### config.mk
export PLATFORM = sky130hd
export DESIGN_NAME = fpga_clock_divider
export DESIGN_NICKNAME = d
export VERILOG_FILES = /design/src/rtl/fpga_clock_divider.sv
export SDC_FILE = /design/constraint.sdc
export NUM_CORES = 1
export LEC_CHECK = 0
export CAP_MARGIN = 40
export CORE_MARGIN = 2
export CORE_UTILIZATION = 49
export CTS_CLUSTER_DIAMETER = 80
export DETAILED_ROUTE_END_ITERATION = 10
export PLACE_DENSITY = 0.78
export SLEW_MARGIN = 40
export SYNTH_ARGS = -nofsm -noshare
export SYNTH_HDL_FRONTEND = slang
export SYNTH_SLANG_ARGS = --single-unit
### constraint.sdc
create_clock -name sysclk -period 2.1 [get_ports sysclk]
set_input_delay 0.42 -clock sysclk [delete_from_list [all_inputs] [get_ports sysclk]]
set_output_delay 0.42 -clock sysclk [all_outputs]
set_load 0.01 [all_outputs]
### src/rtl/fpga_clock_divider.sv
// Single-domain clock front end: free-running divider counter, selectable
// divided square wave with a matching enable strobe, registered switches and lock emulation.
module fpga_clock_divider #(
  parameter int SWITCH_CLOCK   = 0,
  parameter int FIXED_DIV_LOG2 = 1,
  parameter int LOCK_CYCLES    = 16
) (
  input  logic        sysclk,
  input  logic        dcm_reset,
  input  logic [7:0]  slideswitch,
  output logic [7:0]  switches,
  output logic [22:0] slow,
  output logic        clk_div,
  output logic        clk_en,
  output logic        locked,
  output logic        pixclk
);

  localparam logic [15:0] LockLast = 16'(LOCK_CYCLES - 1);

  logic [7:0]  switches_q, switches_d;
  logic [22:0] slow_q, slow_d;
  logic [15:0] lock_cnt_q, lock_cnt_d;
  logic        locked_q, locked_d;

  logic        full_rate;
  logic [3:0]  div_k;
  logic [22:0] low_mask;
  logic        div_bit;

  always_ff @(posedge sysclk) begin
    if (dcm_reset) begin
      switches_q <= '0;
      slow_q     <= '0;
      lock_cnt_q <= '0;
      locked_q   <= 1'b0;
    end else begin
      switches_q <= switches_d;
      slow_q     <= slow_d;
      lock_cnt_q <= lock_cnt_d;
      locked_q   <= locked_d;
    end
  end

  // The lock counter freezes once locked; only a reset restarts the delay.
  always_comb begin
    switches_d = slideswitch;
    slow_d     = slow_q + 23'd1;
    lock_cnt_d = lock_cnt_q;
    locked_d   = locked_q;
    if (!locked_q) begin
      lock_cnt_d = lock_cnt_q + 16'd1;
      if (lock_cnt_q == LockLast) begin
        locked_d = 1'b1;
      end
    end
  end

  // Highest set switch wins; switches[7] plays no part in the selection.
  always_comb begin
    full_rate = 1'b0;
    div_k     = 4'd0;
    if (SWITCH_CLOCK != 0) begin
      if (switches_q[6])      div_k = 4'd10;
      else if (switches_q[5]) div_k = 4'd8;
      else if (switches_q[4]) div_k = 4'd4;
      else if (switches_q[3]) div_k = 4'd3;
      else if (switches_q[2]) div_k = 4'd2;
      else if (switches_q[1]) div_k = 4'd1;
      else if (switches_q[0]) div_k = 4'd0;
      else                    full_rate = 1'b1;
    end else if (FIXED_DIV_LOG2 == 0) begin
      full_rate = 1'b1;
    end else begin
      div_k = 4'(FIXED_DIV_LOG2 - 1);
    end
  end

  assign low_mask = (23'd1 << div_k) - 23'd1;
  assign div_bit  = slow_q[div_k];

  assign switches = switches_q;
  assign slow     = slow_q;
  assign locked   = locked_q;
  assign clk_div  = full_rate ? slow_q[0] : div_bit;
  assign clk_en   = locked_q & (full_rate | (div_bit & ((slow_q & low_mask) == 23'd0)));
  assign pixclk   = 1'b0;

endmodule

==> impl_metrics.ini, run 1 <==
[grt]
grt_start_max_net_pins = 29
antenna_found_initial = 0
grt_pass1_vias = 1516
grt_util_all_layers_pct = 18.50
met2_usage_pct = 32.48
met3_usage_pct = 4.000
grt_pass1_wl_um = 6382
overflow = 0
met1_usage_pct = 20.94
busiest_layer = met2

[floorplanning]
start_util_pct = 50.17
std_cell_rows = 23
dieHeight_um = 67.54
dieArea_sq_mm = 0.004561
io_pins = 45
die_w_um = 67.54
coreArea_sq_mm = 0.003943

[clock_tree]
cts_max_path_buffers = 2
h-tree-depth = 2
postCtsResizedCells = 0
cts_tree = built
clk_pin_slew_ns = 0.08
cts.sinks = 48
hold_buffers = 0
post-cts-setup-buffer-count = 0
cts_buffers = 5
clk-insertion-delay-late_ns = 0.29
clk_root_buffer_cell = clkbuf_8

[routing]
detail_route.first_pass.iterations = 4
drc_errors = 0
drtAntennaViolNets = 0
via_per_inst = 5.296
drt-initial-drc-count = 87
post_drt_wl_per_cell_um = 12.25
routed_wl_um = 3845
vias = 1663

[setup_path]
setup.worst_path.end_class = output pin
slowest_stage = clkdlybuf4s50_1
regToRegSetupSlack_ns = 0.19
cp_top_family = buffers and inverters
start_kind = register
reg2reg_to = slow[21]$_SDFF_PP0_
slowest_delay_ns = 0.53
critPathMaxFanout = 9
r2r-start = slow[5]$_SDFF_PP0_
r2r_cells = 4
crit_type = reg -> out
path_buf_inv = 1
required_ns = 1.68
worst_ep_arrival_time_ns = 1.51
crit_chain = and2_1 -> clkdlybuf4s50_1

[power]
internal_power_mw = 1.328
power_mw = 1.661
p_leak_nw = 0.8632
clock_power_share_pct = 37.4
powerDensity_mw_per_mm2 = 648.1
p_sw_share_pct = 20.04
seqPwrFrac_pct = 56.5
p_comb_share_pct = 6.2
peakVddDrop_mv = 0.4514
switchingPower_mw = 0.3328

[logic_synthesis]
yosysSeqAreaShare_pct = 48.58
yosysWarnings = 0
synthesis.nets = 231
syn_inst = 219
syn_avg_cell_area_sq_um = 9.033
synth_most_common_cell = dfxtp_1
syn_area_sq_mm = 0.001978
ys_top_cells_by_area = dfxtp_1, nor2_1, xnor2_1
yosys.area.top_type = dfxtp_1
synth_cell_type_count = 35
async_reset_ff_share_pct = 0
synth_top_cell_area_share_pct = 48.58
synthFlopType = dfxtp_1
synthTopCellsByCount = dfxtp_1, nor2_1, xnor2_1
synth_edf_count = 0
ys_ff_latch = 48

[timing]
setup_viol = 0
finalSetupTns_ns = 0
slew_violations = 0
finalCritPeriodShare_pct = 91.80
rsz0062_at_grt = no
fin_skew_ns = 0.006155
hold_violations = 0
clock.fmax_mhz = 518.7
min_period_ns = 1.928
setup_slack_ns = 0.1722

[final_layout]
layout.nets = 277
syn_to_final_growth_pct = 29.54
diodes = 0
layout-drive-gt1-share_pct = 6.439
nFillCells = 321

[flow_run]
cap_violations = 0

[placement]
hpwl_um = 2805
port_buffers = 43
globalplace.congestion = 0.7718
pre_cts_ws_ns = 0.2139

[worst_hold_path]
hold_depth = 2
hold_path_end = slow[22]$_SDFF_PP0_
min_from = slow[22]$_SDFF_PP0_
min-delay-path-class = reg -> reg

[run_status]
status = finished clean
[how the worst max path moves through the flow]
stage / startpoint / endpoint / depth (start not counted)
floorplan: slow[0]$_SDFF_PP0_ / slow[21]$_SDFF_PP0_ / 5
global placement: slow[1]$_SDFF_PP0_ / slow[21]$_SDFF_PP0_ / 4
detailed placement: slow[5]$_SDFF_PP0_ / slow[17]$_SDFF_PP0_ / 4
CTS: locked$_SDFF_PP0_ / clk_en / 2
global route: slow[1]$_SDFF_PP0_ / slow[21]$_SDFF_PP0_ / 4
finish: locked$_SDFF_PP0_ / clk_en / 2
[sequential cells by signal, indices dropped and copies added (netlist names)]
register	cells
slow	23
lock_cnt_q	16
switches	8
locked	1
[tightest hold or removal path, stage by stage (launching register included)]
cell and delay [ns]:
dfxtp_1 0.32, o21ai_0 0.07, a21oi_1 0.06
[area by class of cell]
type | instances | area, sq um | area share [%]
Multi-Input combinational cell | 158 | 953.4 | 37.21
Sequential cell | 48 | 960.9 | 37.50
Clock inverter | 1 | 30.03 | 1.172
Timing Repair Buffer | 49 | 475.5 | 18.55
Clock buffer | 5 | 68.82 | 2.686
Tap cell | 50 | 62.56 | 2.441
Inverter | 3 | 11.26 | 0.4395
[routing by layer]
layer  share of wire [%]  vias to the layer above
li1                    -                      848
met1                  44                      772
met2                  50                       41
met3                 4.7                        2
met4                0.44                        0
met5                   0                        -
[cell families after synthesis]
group,Yosys count,share of synthesized area (%)
AOI/OAI and AO/OA,23,6.261
xor gates and xnor gates,24,10.63
adders and majority gates,2,1.265
buffers and inverters,13,3.225
DFF,48,48.58
muxes,2,1.075
other,1,0.1896
and+or+nand+nor,106,28.78
[through the flow]
| stage | instance area [sq um] | util [%] | cells | hold WS [ns] |
|---|---|---|---|---|
| global placement | 2464 | 62.49 | 308 | 0.4689 |
| global route | 2562 | 65.00 | 314 | 0.5364 |
| floorplan | 1978 | - | 219 | 0.4797 |
| CTS | 2562 | 65.00 | 314 | 0.5020 |
| detailed placement | 2464 | 62.49 | 308 | 0.4887 |
| finish | 2562 | 65.00 | 314 | 0.4984 |
[power groups by stage]
stage	Clock, mW	Sequential, mW	Combinational [mW]
global placement	0	0.959	0.102
CTS	0.640	0.938	0.104
detailed placement	0	0.960	0.104
global route	0.677	0.941	0.112
finish	0.621	0.938	0.103
floorplan	0	0.967	0.0380
[cells in the final DEF, fill, tap and decap left out, types with 2 or more instances in the layout]
cell type,count
xor2_1,11
clkbuf_8,5
o21ai_0,9
nand3_1,10
a21oi_1,11
dfxtp_1,48
nand4_1,8
clkdlybuf4s50_1,43
xnor2_1,13
inv_1,3
ha_1,2
nor4_1,5
nor2b_1,11
or3_1,8
buf_4,6
o31ai_1,2
nand2_1,11
or4_1,3
nor3_1,6
and2_1,2
and4_1,3
nor2_1,31
Note: power is estimated with default switching activity, not from simulation.
==> run 2: changes to the inputs <==
--- a/config.mk
+++ b/config.mk
@@ -11,6 +11,7 @@
 export CTS_CLUSTER_DIAMETER = 80
 export DETAILED_ROUTE_END_ITERATION = 10
 export PLACE_DENSITY = 0.78
+export RECOVER_POWER = 25
 export SLEW_MARGIN = 40
 export SYNTH_ARGS = -nofsm -noshare
 export SYNTH_HDL_FRONTEND = slang
==> run 2 against run 1 <==
  * Fmax fell by 0.43%
  * Core utilization fell by 0.25 points
  * Highest routed layer unchanged
  * Largest cell class unchanged
  * Critical endpoint unchanged
  * Sequential share of layout area increased by 0.15 points
  * Critical path depth is the same
  * Sequential cell count unchanged
  * First-iteration DRC count increased by 2.3%
==> impl_metrics.ini, run 2 (synthesized netlist as in run 1, its figures left out) <==
[routing]
drc_errors = 0
routed.top_layer = met4
vias = 1668
routed_wl_um = 3871
wl_met1_um = 1742
post_drt_wl_per_cell_um = 12.33
drtAntennaViolNets = 0
drt-initial-drc-count = 89
dr_wl_met3_um = 183
dr_wl_met2_um = 1927
detail_route.first_pass.iterations = 4
via_per_inst = 5.312

[setup_path]
r2r_cells = 4
slowest_stage = clkdlybuf4s50_1
reg2reg_to = slow[21]$_SDFF_PP0_
crit_chain = and2_1 -> clkdlybuf4s50_1
setup.worst_path.end_class = output pin
cp_top_family = buffers and inverters
crit_type = reg -> out
slowest_delay_ns = 0.53
r2r-start = slow[5]$_SDFF_PP0_
path_buf_inv = 1
regToRegSetupSlack_ns = 0.18
critPathMaxFanout = 9
required_ns = 1.68
start_kind = register
worst_ep_arrival_time_ns = 1.52

[grt]
grt_pass1_wl_um = 6382
antenna_found_initial = 0
grt_util_all_layers_pct = 18.50
grt_start_max_net_pins = 29
grt_pass1_vias = 1516
overflow = 0

[final_layout]
stdcell_count = 314
final_cell_mix = dfxtp_1, clkdlybuf4s50_1, nor2_1, xnor2_1
layout-drive-gt1-share_pct = 5.682
layout.nets = 277
diodes = 0
nFillCells = 326
largest_register_ffs = 23
multi_input_area_sq_um = 953.4
syn_to_final_growth_pct = 29.03
final_area_sq_mm = 0.002552
final_common_cell = dfxtp_1
ff_latch_area_sq_um = 960.9

[floorplanning]
start_util_pct = 50.17
dieHeight_um = 67.54
io_pins = 45
std_cell_rows = 23
die_w_um = 67.54
dieArea_sq_mm = 0.004561
coreArea_sq_mm = 0.003943

[timing]
finalCritPeriodShare_pct = 92.20
holdWs_ns = 0.5029
rsz0062_at_grt = no
min_period_ns = 1.936
finalSetupTns_ns = 0
hold_violations = 0
maxSlewHeadroom_pct = 61.75
tightestPinTransition_ns = 0.5737
clock.fmax_mhz = 516.5
slew_violations = 0
fin_skew_ns = 0.005978
setup_viol = 0

[clock_tree]
clk_pin_slew_ns = 0.08
postCtsResizedCells = 0
cts.sinks = 48
clk-insertion-delay-late_ns = 0.30
clk_root_buffer_cell = clkbuf_8
h-tree-depth = 2
hold_buffers = 0
cts_tree = built
post-cts-setup-buffer-count = 0
cts_max_path_buffers = 2
cts_buffers = 5

[worst_hold_path]
hold_path_end = slow[22]$_SDFF_PP0_
min-delay-path-class = reg -> reg
hold_depth = 2
min_from = slow[22]$_SDFF_PP0_

[power]
powerDensity_mw_per_mm2 = 651.1
peakVddDrop_mv = 0.4500
p_leak_nw = 0.8555

[placement]
placedCellCount = 308
port_buffers = 43
placed_area_sq_mm = 0.002464
hpwl_um = 2805
globalplace.congestion = 0.7718

[flow_run]
cap_violations = 0

[run_status]
status = finished clean
## run 2: cell count changes in the layout (fill, tap and decap cells not counted), sizes merged
cell / delta
dlygate4sd3: +1
buf: -3
clkbuf: +3
clkdlybuf4s50: -1
## run 2: cell type report
type | instances | area share [%]
sequential | 48 | 37.65
multi-input combinational | 158 | 37.35
timing repair buffer | 49 | 18.24
clock buffer | 5 | 2.696
tap | 50 | 2.451
clock inverter | 1 | 1.176
inverter | 3 | 0.4412
## run 2: metal layers
layer,GRT usage (%),up-vias
met1,20.94,774
met2,32.48,43
met4,9.439,0
met3,4.000,2
li1,-,849
met5,0,-
## run 2: worst max path at each step
stage | startpoint | end | depth (start not counted)
floorplan | slow[0]$_SDFF_PP0_ | slow[21]$_SDFF_PP0_ | 5
global placement | slow[1]$_SDFF_PP0_ | slow[21]$_SDFF_PP0_ | 4
detailed placement | slow[5]$_SDFF_PP0_ | slow[17]$_SDFF_PP0_ | 4
CTS | locked$_SDFF_PP0_ | clk_en | 2
global route | slow[1]$_SDFF_PP0_ | slow[21]$_SDFF_PP0_ | 4
finish | locked$_SDFF_PP0_ | clk_en | 2
## run 2: stage by stage
step	utilization, %	worst slack [ns]	power, mW
6_report	64.74	0.1639	1.662
2_1_floorplan	-	0.1330	1.005
3_3_place_gp	62.49	0.2651	1.061
3_5_place_dp	62.49	0.2139	1.063
5_1_grt	64.74	0.06471	1.727
4_1_cts	65.00	0.1408	1.682
## run 2: where the power goes
group          internal, mW  leakage, nW  switching (mW)  total, mW
clock                 0.342       0.0501           0.282      0.624
sequential            0.927        0.390          0.0103      0.938
combinational        0.0562        0.415          0.0438     0.0999
## run 2: worst register-to-register path, cell delays in order (launching register included)
cell and delay [ns]:
dfxtp_1 0.44, nand4_1 0.16, or4b_4 0.58, or4_1 0.53
a21oi_1 0.14
==> run 3: changes to the inputs <==
--- a/config.mk
+++ b/config.mk
@@ -7,10 +7,11 @@
 export LEC_CHECK = 0
 export CAP_MARGIN = 40
 export CORE_MARGIN = 2
-export CORE_UTILIZATION = 49
+export CORE_UTILIZATION = 44
 export CTS_CLUSTER_DIAMETER = 80
 export DETAILED_ROUTE_END_ITERATION = 10
-export PLACE_DENSITY = 0.78
+export GPL_ROUTABILITY_DRIVEN = 0
+export PLACE_DENSITY = 0.74
 export RECOVER_POWER = 25
 export SLEW_MARGIN = 40
 export SYNTH_ARGS = -nofsm -noshare
==> constraint.sdc (replaced) <==
create_clock -name sysclk -period 1.77 [get_ports sysclk]
set_input_delay 0.354 -clock sysclk [delete_from_list [all_inputs] [get_ports sysclk]]
set_output_delay 0.354 -clock sysclk [all_outputs]
set_load 0.01 [all_outputs]
==> run 3 against run 2 <==
  * Clock power is 40% higher
  * Sequential power rose by 18%
  * Final cell count grew 4.8%
  * Die area up 11%
  * Largest cell class unchanged
  * Via count shrank 0.60%
  * Critical path type is now reg -> reg
  * Largest power group unchanged
  * Routed wire length grew 2.5%
  * Register-to-register slack lost 0.12 ns
  * Core utilization down 1.6 points
  * Global-route usage down 1.4 points
  * Clock-buffer cell count is 2 higher
==> impl_metrics.ini, run 3 (synthesized netlist as in run 1, its figures left out) <==
[setup_path]
start_kind = register
worst_ep_arrival_time_ns = 1.95
r2r_cells = 5
critPathMaxFanout = 7
setup.worst_path.end_class = register
r2r-start = slow[1]$_SDFF_PP0_
reg2reg_to = slow[13]$_SDFF_PP0_
crit_start = slow[1]$_SDFF_PP0_
required_ns = 2.01
crit_type = reg -> reg
regToRegSetupSlack_ns = 0.06

[power]
p_leak_nw = 0.9497
powerDensity_mw_per_mm2 = 766.3
peakVddDrop_mv = 0.6282

[routing]
detail_route.first_pass.iterations = 4
via_per_inst = 5.040
drc_errors = 0
drt-initial-drc-count = 65
routed_wl_um = 3969
vias = 1658
drtAntennaViolNets = 0
post_drt_wl_per_cell_um = 12.06

[final_layout]
largest_register_ffs = 23
final_core_util_pct = 63.10
layout.nets = 288
syn_to_final_growth_pct = 38.90
diodes = 0
nFillCells = 393
final_common_cell = clkdlybuf4s50_1
final_cell_mix = clkdlybuf4s50_1, dfxtp_1, nor2_1, buf_4, xnor2_1
layout-drive-gt1-share_pct = 16.61

[clock_tree]
post-cts-setup-buffer-count = 0
cts.sinks = 48
clk_root_buffer_cell = clkbuf_8
cts_buffers = 5
cts_max_path_buffers = 2
cts_tree = built
clk-insertion-delay-late_ns = 0.30
clk_pin_slew_ns = 0.09
h-tree-depth = 2

[grt]
grt_start_max_net_pins = 35
grt_pass1_wl_um = 6934
antenna_found_initial = 0
grt_pass1_vias = 1537
grt_util_all_layers_pct = 17.08
overflow = 0

[worst_hold_path]
min-delay-path-class = reg -> reg
min_from = slow[18]$_SDFF_PP0_
hold_path_end = slow[18]$_SDFF_PP0_
hold_depth = 2

[timing]
finalSetupTns_ns = 0
min_period_ns = 1.712
fin_skew_ns = 0.007266
clock.fmax_mhz = 584.2
hold_violations = 0
rsz0062_at_grt = yes
finalCritPeriodShare_pct = 96.71
slew_violations = 0
setup_viol = 0
holdWs_ns = 0.5089

[floorplanning]
dieArea_sq_mm = 0.005048
start_util_pct = 45.43
die_w_um = 71.05
std_cell_rows = 24
io_pins = 45
coreArea_sq_mm = 0.004354
dieHeight_um = 71.05

[run_status]
status = finished clean

[placement]
hpwl_um = 2759
port_buffers = 43

[flow_run]
cap_violations = 0
-- run 3: cell count changes in the layout (fill, tap and decap cells not counted), moves of 2 or more --
cell / delta
buf_4: +12
a21oi_2: +2
dfxtp_1: -11
dfxtp_4: +5
a21oi_1: -2
dfxtp_2: +6
-- run 3: power breakdown --
group          leakage (nW)  switching [mW]  internal, mW
Sequential            0.397          0.0169          1.10
Combinational         0.490          0.0494        0.0703
Clock                0.0636           0.364         0.508
Total                 0.950           0.430          1.68
-- run 3: routing by layer --
| metal | track usage [%] | share of wire [%] | up-vias |
|---|---|---|---|
| li1 | - | - | 874 |
| met1 | 21.23 | 46 | 751 |
| met2 | 28.56 | 49 | 28 |
| met3 | 4.416 | 3.6 | 5 |
| met4 | 6.289 | 1.1 | 0 |
| met5 | 0 | 0 | - |
-- run 3: cell type report --
type | count | area [sq um] | share of cell area [%]
flip-flops and latches | 48 | 987.2 | 35.93
multi-input cells | 158 | 983.4 | 35.79
repair buffers | 60 | 573.1 | 20.86
clock buffers | 7 | 97.59 | 3.552
well taps | 52 | 65.06 | 2.368
clock inverters | 1 | 30.03 | 1.093
inverters | 3 | 11.26 | 0.4098
-- run 3: per-stage QoR --
stage          cells  cell area, sq um  worst slack, ns  power, mW
2_1_floorplan    219              2019         -0.01234      1.192
3_3_place_gp     321              2603          0.05188      1.258
3_5_place_dp     321              2603          0.02433      1.260
4_1_cts          329              2729         0.009591      2.136
5_1_grt          329              2748         -0.01480      2.193
6_report         329              2748          0.05823      2.106
-- run 3: worst max path at each step --
stage	endpoint	slack [ns]
floorplan	slow[21]$_SDFF_PP0_	-0.01
global placement	slow[17]$_SDFF_PP0_	0.05
detailed placement	slow[17]$_SDFF_PP0_	0.02
CTS	slow[17]$_SDFF_PP0_	0.01
global route	slow[13]$_SDFF_PP0_	-0.01
finish	slow[13]$_SDFF_PP0_	0.06
-- run 3: worst max-delay path: stages (launching register included) --
cell	delay, ns
dfxtp_4	0.38
nand3_4	0.07
or4b_4	0.59
buf_6	0.15
or3_4	0.36
a21oi_2	0.11
-- run 3: timing repair --
item / 4_1_cts / 5_1_grt
endpoints found under the setup margin: 2 / 7
pin swaps: 2 / 7
gates resized for setup: 1 / 5
endpoints found under the hold margin: 0 / 0
hold buffers: 0 / 0
